==> src/rtl/fetch_pkg.sv <==
// Shared types and constants for the instruction fetch queue.
// Entry layout, default width, NOP encoding and a pointer-width helper.
package fetch_pkg;

  localparam int XLEN_DEFAULT = 32;

  localparam logic [31:0] NOP = 32'h0000_0013;

  typedef struct packed {
    logic [XLEN_DEFAULT-1:0] pc;
    logic [XLEN_DEFAULT-1:0] instr;
    logic                    filled;
  } fq_entry_t;

  function automatic int ptr_w(input int d);
    return (d > 1) ? $clog2(d) : 1;
  endfunction

endpackage

==> src/rtl/fq_wrap_ptr.sv <==
// Wrapping queue index for a power-of-two depth.
// A clear returns the index to entry 0 and takes priority over inc.
module fq_wrap_ptr
  import fetch_pkg::*;
#(
  parameter int DEPTH = 2,
  localparam int IW = ptr_w(DEPTH)
) (
  input  logic          clk,
  input  logic          rst_n,
  input  logic          clear,
  input  logic          inc,
  output logic [IW-1:0] idx
);

  logic [IW-1:0] idx_q;
  logic [IW-1:0] idx_d;

  // next index: clear to 0, otherwise step and wrap naturally
  always_comb begin
    idx_d = idx_q;
    if (clear) begin
      idx_d = '0;
    end else if (inc) begin
      idx_d = idx_q + 1'b1;
    end
  end

  // index register
  always_ff @(posedge clk or negedge rst_n) begin
    if (!rst_n) begin
      idx_q <= '0;
    end else begin
      idx_q <= idx_d;
    end
  end

  assign idx = idx_q;

endmodule

==> src/rtl/fetch_queue.sv <==
// Instruction fetch queue between the PC register and decode.
// Optional macro FETCH_QUEUE_BYPASS_EN forwards a response straight to decode.
module fetch_queue
  import fetch_pkg::*;
#(
  parameter int DEPTH = 2,
  parameter int XLEN  = XLEN_DEFAULT
) (
  input  logic            i_clk,
  input  logic            i_reset_n,
  input  logic [XLEN-1:0] i_pc,
  output logic            o_pc_stall,
  input  logic            i_flush,
  output logic            o_imem_req,
  output logic [XLEN-1:0] o_imem_addr,
  input  logic            i_imem_gnt,
  input  logic            i_imem_rvalid,
  input  logic [XLEN-1:0] i_imem_rdata,
  output logic            o_instr_valid,
  output logic [XLEN-1:0] o_instr,
  output logic [XLEN-1:0] o_instr_pc,
  input  logic            i_instr_ready
);

  localparam int IW = ptr_w(DEPTH);
  localparam int CW = $clog2(DEPTH) + 1;
  localparam logic [CW-1:0] FULL = CW'(DEPTH);

  fq_entry_t ent_q [DEPTH];
  fq_entry_t ent_d [DEPTH];
  fq_entry_t head;

  logic [CW-1:0] occ_q, occ_d;
  logic [CW-1:0] unf_q, unf_d;
  logic [CW-1:0] drop_q, drop_d;

  logic [IW-1:0] alloc_idx, fill_idx, pop_idx;

  logic gnt_fire, rv_fill, rv_drop;
  logic byp, vld, pop;

  // request side: registered occupancy gates the request
  always_comb begin
    o_imem_req  = i_reset_n & ~i_flush & (occ_q < FULL);
    o_imem_addr = i_pc;
    gnt_fire    = o_imem_req & i_imem_gnt;
    o_pc_stall  = ~i_flush & ~gnt_fire;
    rv_drop     = i_imem_rvalid & (drop_q != '0);
    rv_fill     = i_imem_rvalid & (drop_q == '0);
  end

  // head presentation, with optional same-cycle forwarding
  always_comb begin
    head = ent_q[pop_idx];
    byp  = 1'b0;
`ifdef FETCH_QUEUE_BYPASS_EN
    byp  = rv_fill & ~head.filled
         & (fill_idx == pop_idx) & (occ_q != '0);
`endif
    vld        = (head.filled | byp) & ~i_flush;
    pop        = vld & i_instr_ready;
    o_instr    = byp ? i_imem_rdata : head.instr;
    o_instr_pc = head.pc;
  end

  assign o_instr_valid = vld;

  // entry updates: allocate, fill, then free the popped head
  always_comb begin
    ent_d = ent_q;
    if (i_flush) begin
      for (int i = 0; i < DEPTH; i++) begin
        ent_d[i].filled = 1'b0;
      end
    end else begin
      if (gnt_fire) begin
        ent_d[alloc_idx].pc     = i_pc;
        ent_d[alloc_idx].filled = 1'b0;
      end
      if (rv_fill && !(byp && pop)) begin
        ent_d[fill_idx].instr  = i_imem_rdata;
        ent_d[fill_idx].filled = 1'b1;
      end
      if (pop) begin
        ent_d[pop_idx].filled = 1'b0;
      end
    end
  end

  // occupancy, unfilled and stale-response counters
  always_comb begin
    occ_d  = occ_q;
    unf_d  = unf_q;
    drop_d = drop_q;
    if (i_flush) begin
      occ_d  = '0;
      unf_d  = '0;
      drop_d = unf_q + drop_q
             - CW'(rv_fill) - CW'(rv_drop);
    end else begin
      occ_d  = occ_q + CW'(gnt_fire) - CW'(pop);
      unf_d  = unf_q + CW'(gnt_fire) - CW'(rv_fill);
      drop_d = drop_q - CW'(rv_drop);
    end
  end

  // state registers
  always_ff @(posedge i_clk or negedge i_reset_n) begin
    if (!i_reset_n) begin
      occ_q  <= '0;
      unf_q  <= '0;
      drop_q <= '0;
      for (int i = 0; i < DEPTH; i++) begin
        ent_q[i] <= '0;
      end
    end else begin
      occ_q  <= occ_d;
      unf_q  <= unf_d;
      drop_q <= drop_d;
      for (int i = 0; i < DEPTH; i++) begin
        ent_q[i] <= ent_d[i];
      end
    end
  end

  fq_wrap_ptr #(.DEPTH(DEPTH)) u_alloc (
    .clk   (i_clk),
    .rst_n (i_reset_n),
    .clear (i_flush),
    .inc   (gnt_fire),
    .idx   (alloc_idx)
  );

  fq_wrap_ptr #(.DEPTH(DEPTH)) u_fill (
    .clk   (i_clk),
    .rst_n (i_reset_n),
    .clear (i_flush),
    .inc   (rv_fill),
    .idx   (fill_idx)
  );

  fq_wrap_ptr #(.DEPTH(DEPTH)) u_pop (
    .clk   (i_clk),
    .rst_n (i_reset_n),
    .clear (i_flush),
    .inc   (pop),
    .idx   (pop_idx)
  );

`ifndef SYNTHESIS
  // a response must always belong to some outstanding request
  a_rsp_owned : assert property (
    @(posedge i_clk) disable iff (!i_reset_n)
    i_imem_rvalid |-> (unf_q != '0 || drop_q != '0)
  );
`endif

endmodule

==> config.mk <==
export PLATFORM = sky130hd
export DESIGN_NAME = fetch_queue
export DESIGN_NICKNAME = d
export VERILOG_FILES = /design/src/rtl/fetch_pkg.sv /design/src/rtl/fq_wrap_ptr.sv /design/src/rtl/fetch_queue.sv
export SDC_FILE = /design/constraint.sdc
export NUM_CORES = 1
export LEC_CHECK = 0
export ABC_AREA = 1
export BUFFER_PORTS_ARGS = -buffer_cell sky130_fd_sc_hd__buf_2
export CAP_MARGIN = 20
export CORE_MARGIN = 3
export CORE_UTILIZATION = 40
export CTS_CLUSTER_SIZE = 16
export DETAILED_ROUTE_END_ITERATION = 10
export HOLD_SLACK_MARGIN = 0.06
export PLACE_DENSITY = 0.63
export SLEW_MARGIN = 10
export SYNTH_ARGS = -nofsm -noshare
export SYNTH_HDL_FRONTEND = slang
export SYNTH_SLANG_ARGS = --single-unit
==> constraint.sdc <==
create_clock -name i_clk -period 3.31 [get_ports i_clk]
set_input_delay 0.331 -clock i_clk [delete_from_list [all_inputs] [get_ports i_clk]]
set_output_delay 0.331 -clock i_clk [all_outputs]
set_load 0.03 [all_outputs]
Word level (Yosys, flattened, before mapping)
Cells that the tools add are included.
- bits in registers: 139
- input bits: 70
- output and inout port bits: 99
- $add $sub $neg: 11
- $lt $le $gt $ge: 7
- multiplexer cells: 34
- bitwise gates (word level): 13
- reductions and logical operators: 8
- operators by type and width (cell ; count):
    $bwmux 130 ; 5
    $mux 130 ; 5
    $demux 65 s1 ; 5
    $mux 65 ; 4
    $mux 33 ; 1
    $mux 1 ; 11
    $sub 2x1->2 ; 5
    $and 1x1->1 ; 8
    $reduce_bool 2->1 ; 4
    $ge 2x2->1 const B ; 3
    $lt 2x1->1 const B ; 3
    $mux 2 ; 3
    $not 1->2 ; 3
    $add 2x1->2 ; 2
    $add 1x1->1 const B ; 3
    $logic_and 1x1->1 ; 3
    $add 2x2->2 ; 1
    $logic_not 2->1 ; 1
    $lt 2x2->1 const B ; 1
    $not 1->1 ; 2

Logic depth before layout (Yosys ltp)
- depth after elaboration: 16
- gate-level depth with buffers: 10

By module
Synthesis repeated with hierarchy kept, for this count alone.
- cells, all modules: 813
- area, all modules: 6661.4 µm²
- by module, submodules not included (module ; times used ; cells each ; area each (µm²)):
    fetch_queue ; 1 ; 795 ; 6530.0
    fq_wrap_ptr ; 3 ; 6 ; 43.8

Worst setup path before layout
Ideal clock, no wire load.
- kind: input -> register
- start point: in i_flush
- end point: reg occ_q[1]
- library setup time: 131 ps
- arrival time: 1798 ps
- data required time: 3179 ps
- path slack: 1381 ps
- cell stages on the path: 9
- buffers on the path: 0
- cell sequence: inv_2 > nand2_1 > nor2_1 > nand2_1 > ha_1 > inv_1 > ha_1 > xor2_1 > nor2_1
- word-level cells in the longest chain between the ends: 7
- elaborated cells on any way between the ends: 9
- classes of those cells: add/sub: 2; mux: 1; bitwise: 6
- ends and longest elaborated chain (item ; line ; text):
    from (decl) ; fetch_queue.sv:13 ; input logic i_flush,
    $not 1->1 ; fetch_queue.sv:44 ; o_imem_req = i_reset_n & ~i_flush & (occ_q < FULL);
    $and 1x1->1 (2 in series) ; fetch_queue.sv:44 ;
    via o_imem_req ; fetch_queue.sv:14 ; output logic o_imem_req,
    $and 1x1->1 ; fetch_queue.sv:46 ; gnt_fire = o_imem_req & i_imem_gnt;
    $add 2x1->2 ; fetch_queue.sv:101 ; occ_d = occ_q + CW'(gnt_fire) - CW'(pop);
    $sub 2x1->2 ; fetch_queue.sv:101 ;
    $mux 2 ; fetch_queue.sv:95 ; if (i_flush) begin
    via occ_d[1] ; fetch_queue.sv:33 ; logic [CW-1:0] occ_q, occ_d;
    to (signal assigned) ; fetch_queue.sv:110 ; occ_q <= '0;
    to (signal assigned) ; fetch_queue.sv:117 ; occ_q <= occ_d;
    to (decl) ; fetch_queue.sv:33 ;
The timed path passes the listed nets, and every way through them passes these cells.
A chain may end at the register's enable or synchronous reset.

Worst setup path in the final report
- start point: reg u_pop.idx_q (netlist: u_pop.idx)
- end point: out o_instr[21]
- word-level cells in the longest chain between the ends: 4
- ends and longest elaborated chain (item ; line ; text):
    from (decl) ; fq_wrap_ptr.sv:16 ; logic [IW-1:0] idx_q;
    from (signal assigned) ; fq_wrap_ptr.sv:34 ; idx_q <= idx_d;
    $not 1->2 (not written as such) ; fetch_queue.sv:54 ; head = ent_q[pop_idx];
    $mux 65 (not written as such) (3 in series) ; fetch_queue.sv:54 ;
    to (decl) ; fetch_queue.sv:20 ; output logic [XLEN-1:0] o_instr,
No other way between the ends. The select of a mux whose other input is x is not followed.

==> metrics.yaml <==
status:
  status: "finished, final reports clean"
clock_network:
  postCtsSetupRepairBufs: 0
  path_clk_slew_ns: 0.06
  cts_tree: "yes"
  numCtsBuffers: 17
  clockBufferDepth: 2
  clock_latency_ns: 0.42
  h-tree-depth: 4
  clockRootBuffer: "clkbuf_16"
  clock_sinks: 139
yosys:
  ys_types: 27
  yosysTopAreaCell: "dfrtp_1"
  netlist_area_um2: 6650
  ys_seq_elements: 139
  synthTopCellsByArea: "dfrtp_1 52%, nand2_1 18%, o21ai_1 7.4%"
  seq_area_frac_synth_pct: 52.3
  postSynthCellCount: 802
  avgSynthCellArea_um2: 8.29
  yosys_warnings: 0
  synth.top_cell.area_share_pct: 52.3
  synth_nets: 880
grt:
  grt_pass1_vias: 5112
  grt_max_degree: 67
  grtUsageTotal_pct: 16.7
  gr-total-overflow: 0
  grt_pass1_wl_um: 24600
  antenna_found_initial: 1
placed_design:
  dp_slack_ns: 1.18
  port_buffers: 168
  dp_hpwl_um: 9650
  dpl.cell_count: 1122
  gp_congestion: 0.732
floorplan:
  top_level_ports: 169
  core_um2: 16100
  rows: 46
  die_w_um: 135
  die-area_um2: 18200
  start_util_pct: 41.4
  die_h_um: 135
worst_setup_path:
  end_kind: "primary output"
  worstPathCellList: "buf_4 -> nand2_1 -> nand2_1 -> buf_2"
  critPathArrivalTime_ns: 2.15
  crit_start: "u_pop.idx$_DFFE_PN0P_"
  slowest_delay_ns: 0.87
  crit_path_start_kind: "register"
  cp_common_cell: "nand2_1"
  crit_path_top_delay_cell: "dfrtp_2"
  crit_fanout: 39
  rrSetupSlack_ns: 1.20
  critical_path_required_ns: 2.98
  r2r-start: "u_pop.idx$_DFFE_PN0P_"
  critical_path_class: "register to primary output"
timing:
  setup_ws_ns: 0.831
  period_needed_ns: 2.48
  fin_setup_tns_ns: 0
  fin_skew_ns: 0.00544
  fmax_mhz: 403
  setup_viol: 0
  tightest_slew_ns: 0.780
  holdWs_ns: 0.171
  rsz0062_at_grt: "no"
  post-route-period-util_pct: 74.9
  hold_viol_final: 0
  maxSlewViolCount: 0
  maxSlewHeadroom_pct: 48.0
power:
  pwr-share-seq_pct: 38.2
  p_sw_w: 0.00265
  irDropWorstVdd_mv: 0.373
  internal_power_w: 0.00411
  combinationalPowerShare_pct: 35.2
  power_frac_clock_pct: 26.6
  swShare_pct: 39.2
  power.density_nw_per_um2: 851
  p_leak_nw: 4.47
min_path:
  min_path_type: "input port to register"
  min_from: "i_pc[15]"
routing:
  route.vias.total: 5156
  wl_per_cell_um: 12.4
  drc: 0
  wl_um: 14300
  ant_nets: 0
  drt_pass1_iterations: 6
  via_per_inst: 4.46
  drt_iter0_markers: 338
finish:
  nFillCells: 1625
  layoutNonFillerInstCount: 1155
  num_antenna_cells: 0
  fin_nets: 1004
  area_growth_pct: 19.5
  drive_gt1_share_pct: 28.3
run:
  maxCapViolations: 0
[power groups by stage]
stage	registers (W)	logic [W]	clock network [W]
5_1_grt	0.00265	0.00267	0.00193
4_1_cts	0.00258	0.00242	0.00185
2_1_floorplan	0.00252	0.00189	0
3_5_place_dp	0.00261	0.00241	0
3_3_place_gp	0.00260	0.00239	0
6_report	0.00258	0.00238	0.00180
[final timing paths]
kind                                               to  cells after the start
max                                       o_instr[21]                      4
min                                          register                      3
max reg2reg                        occ_q[1]$_DFF_PN0_                      9
min reg2reg                                  register                      2
max in group asynchronous  asynchronous set/reset pin                      3
min in group asynchronous     u_alloc.idx$_DFFE_PN0N_                      2
[metal layers]
layer | share of wire, % | global-route usage, % | vias up
li1 | - | - | 2695
met4 | 1.1 | 5.04 | 2
met2 | 45 | 26.3 | 122
met3 | 6.4 | 5.59 | 16
met1 | 47 | 22.1 | 2321
met5 | 0.091 | 0 | -
[kinds of logic after synthesis]
group / share of synthesized area [%]
buf+inv: 11.9
fa+ha+maj: 1.62
compound gates: 11.8
flops: 52.3
simple gates: 21.5
xor+xnor: 0.922
[per-stage QoR]
step                      power (W)  utilization, %  instance area, um^2
after floorplan             0.00441               -                 6650
after global placement      0.00498            45.9                 7370
after detailed placement    0.00502            45.9                 7370
after CTS                   0.00685            49.5                 7940
after global routing        0.00725            49.5                 7940
final                       0.00676            49.5                 7940
[final cells by class]
class                      instances  area [um^2]  share of cell area [%]
multi-input combinational        507         2390                    30.1
sequential                       139         3480                    43.8
clock inverter                    13          118                    1.48
timing repair buffer             179          932                    11.7
tap                              216          270                    3.40
clock buffer                      19          443                    5.58
inverter                          82          310                    3.91
[critical path: cells and delay by family (launching register included)]
kind / cells / cell delay, ns
flip-flops: 1 / 0.87
buffers and inverters: 2 / 0.64
AND/OR/NAND/NOR: 2 / 0.20
[layout by cell type (no fill, tap or decap), drive strengths merged, types with 3 or more instances in the layout]
master / synthesis / layout
nand3: 3 / 3
clkbuf: 8 / 19
a21oi: 4 / 4
clkinv: 1 / 8
o21ai: 130 / 130
nand2: 340 / 340
nand4: 3 / 3
xnor2: 3 / 3
dfrtp: 139 / 139
xor2: 4 / 4
buf: 66 / 178
inv: 81 / 84
ha: 7 / 7
nor2: 12 / 12
[Yosys cell counts (all sizes together)]
cell and number:
a21oi 4, buf 66, clkbuf 8, clkinv 1
dfrtp 139, fa 1, ha 7, inv 81
nand2 340, nand3 3, nand4 3, nor2 12
o21ai 130, xnor2 3, xor2 4
[timing repair]
action	4_1_cts	5_1_grt
endpoints found under the hold margin	40	0
resized for setup	0	0
hold buffers	1	0
Power figures use the tool's default switching activity.
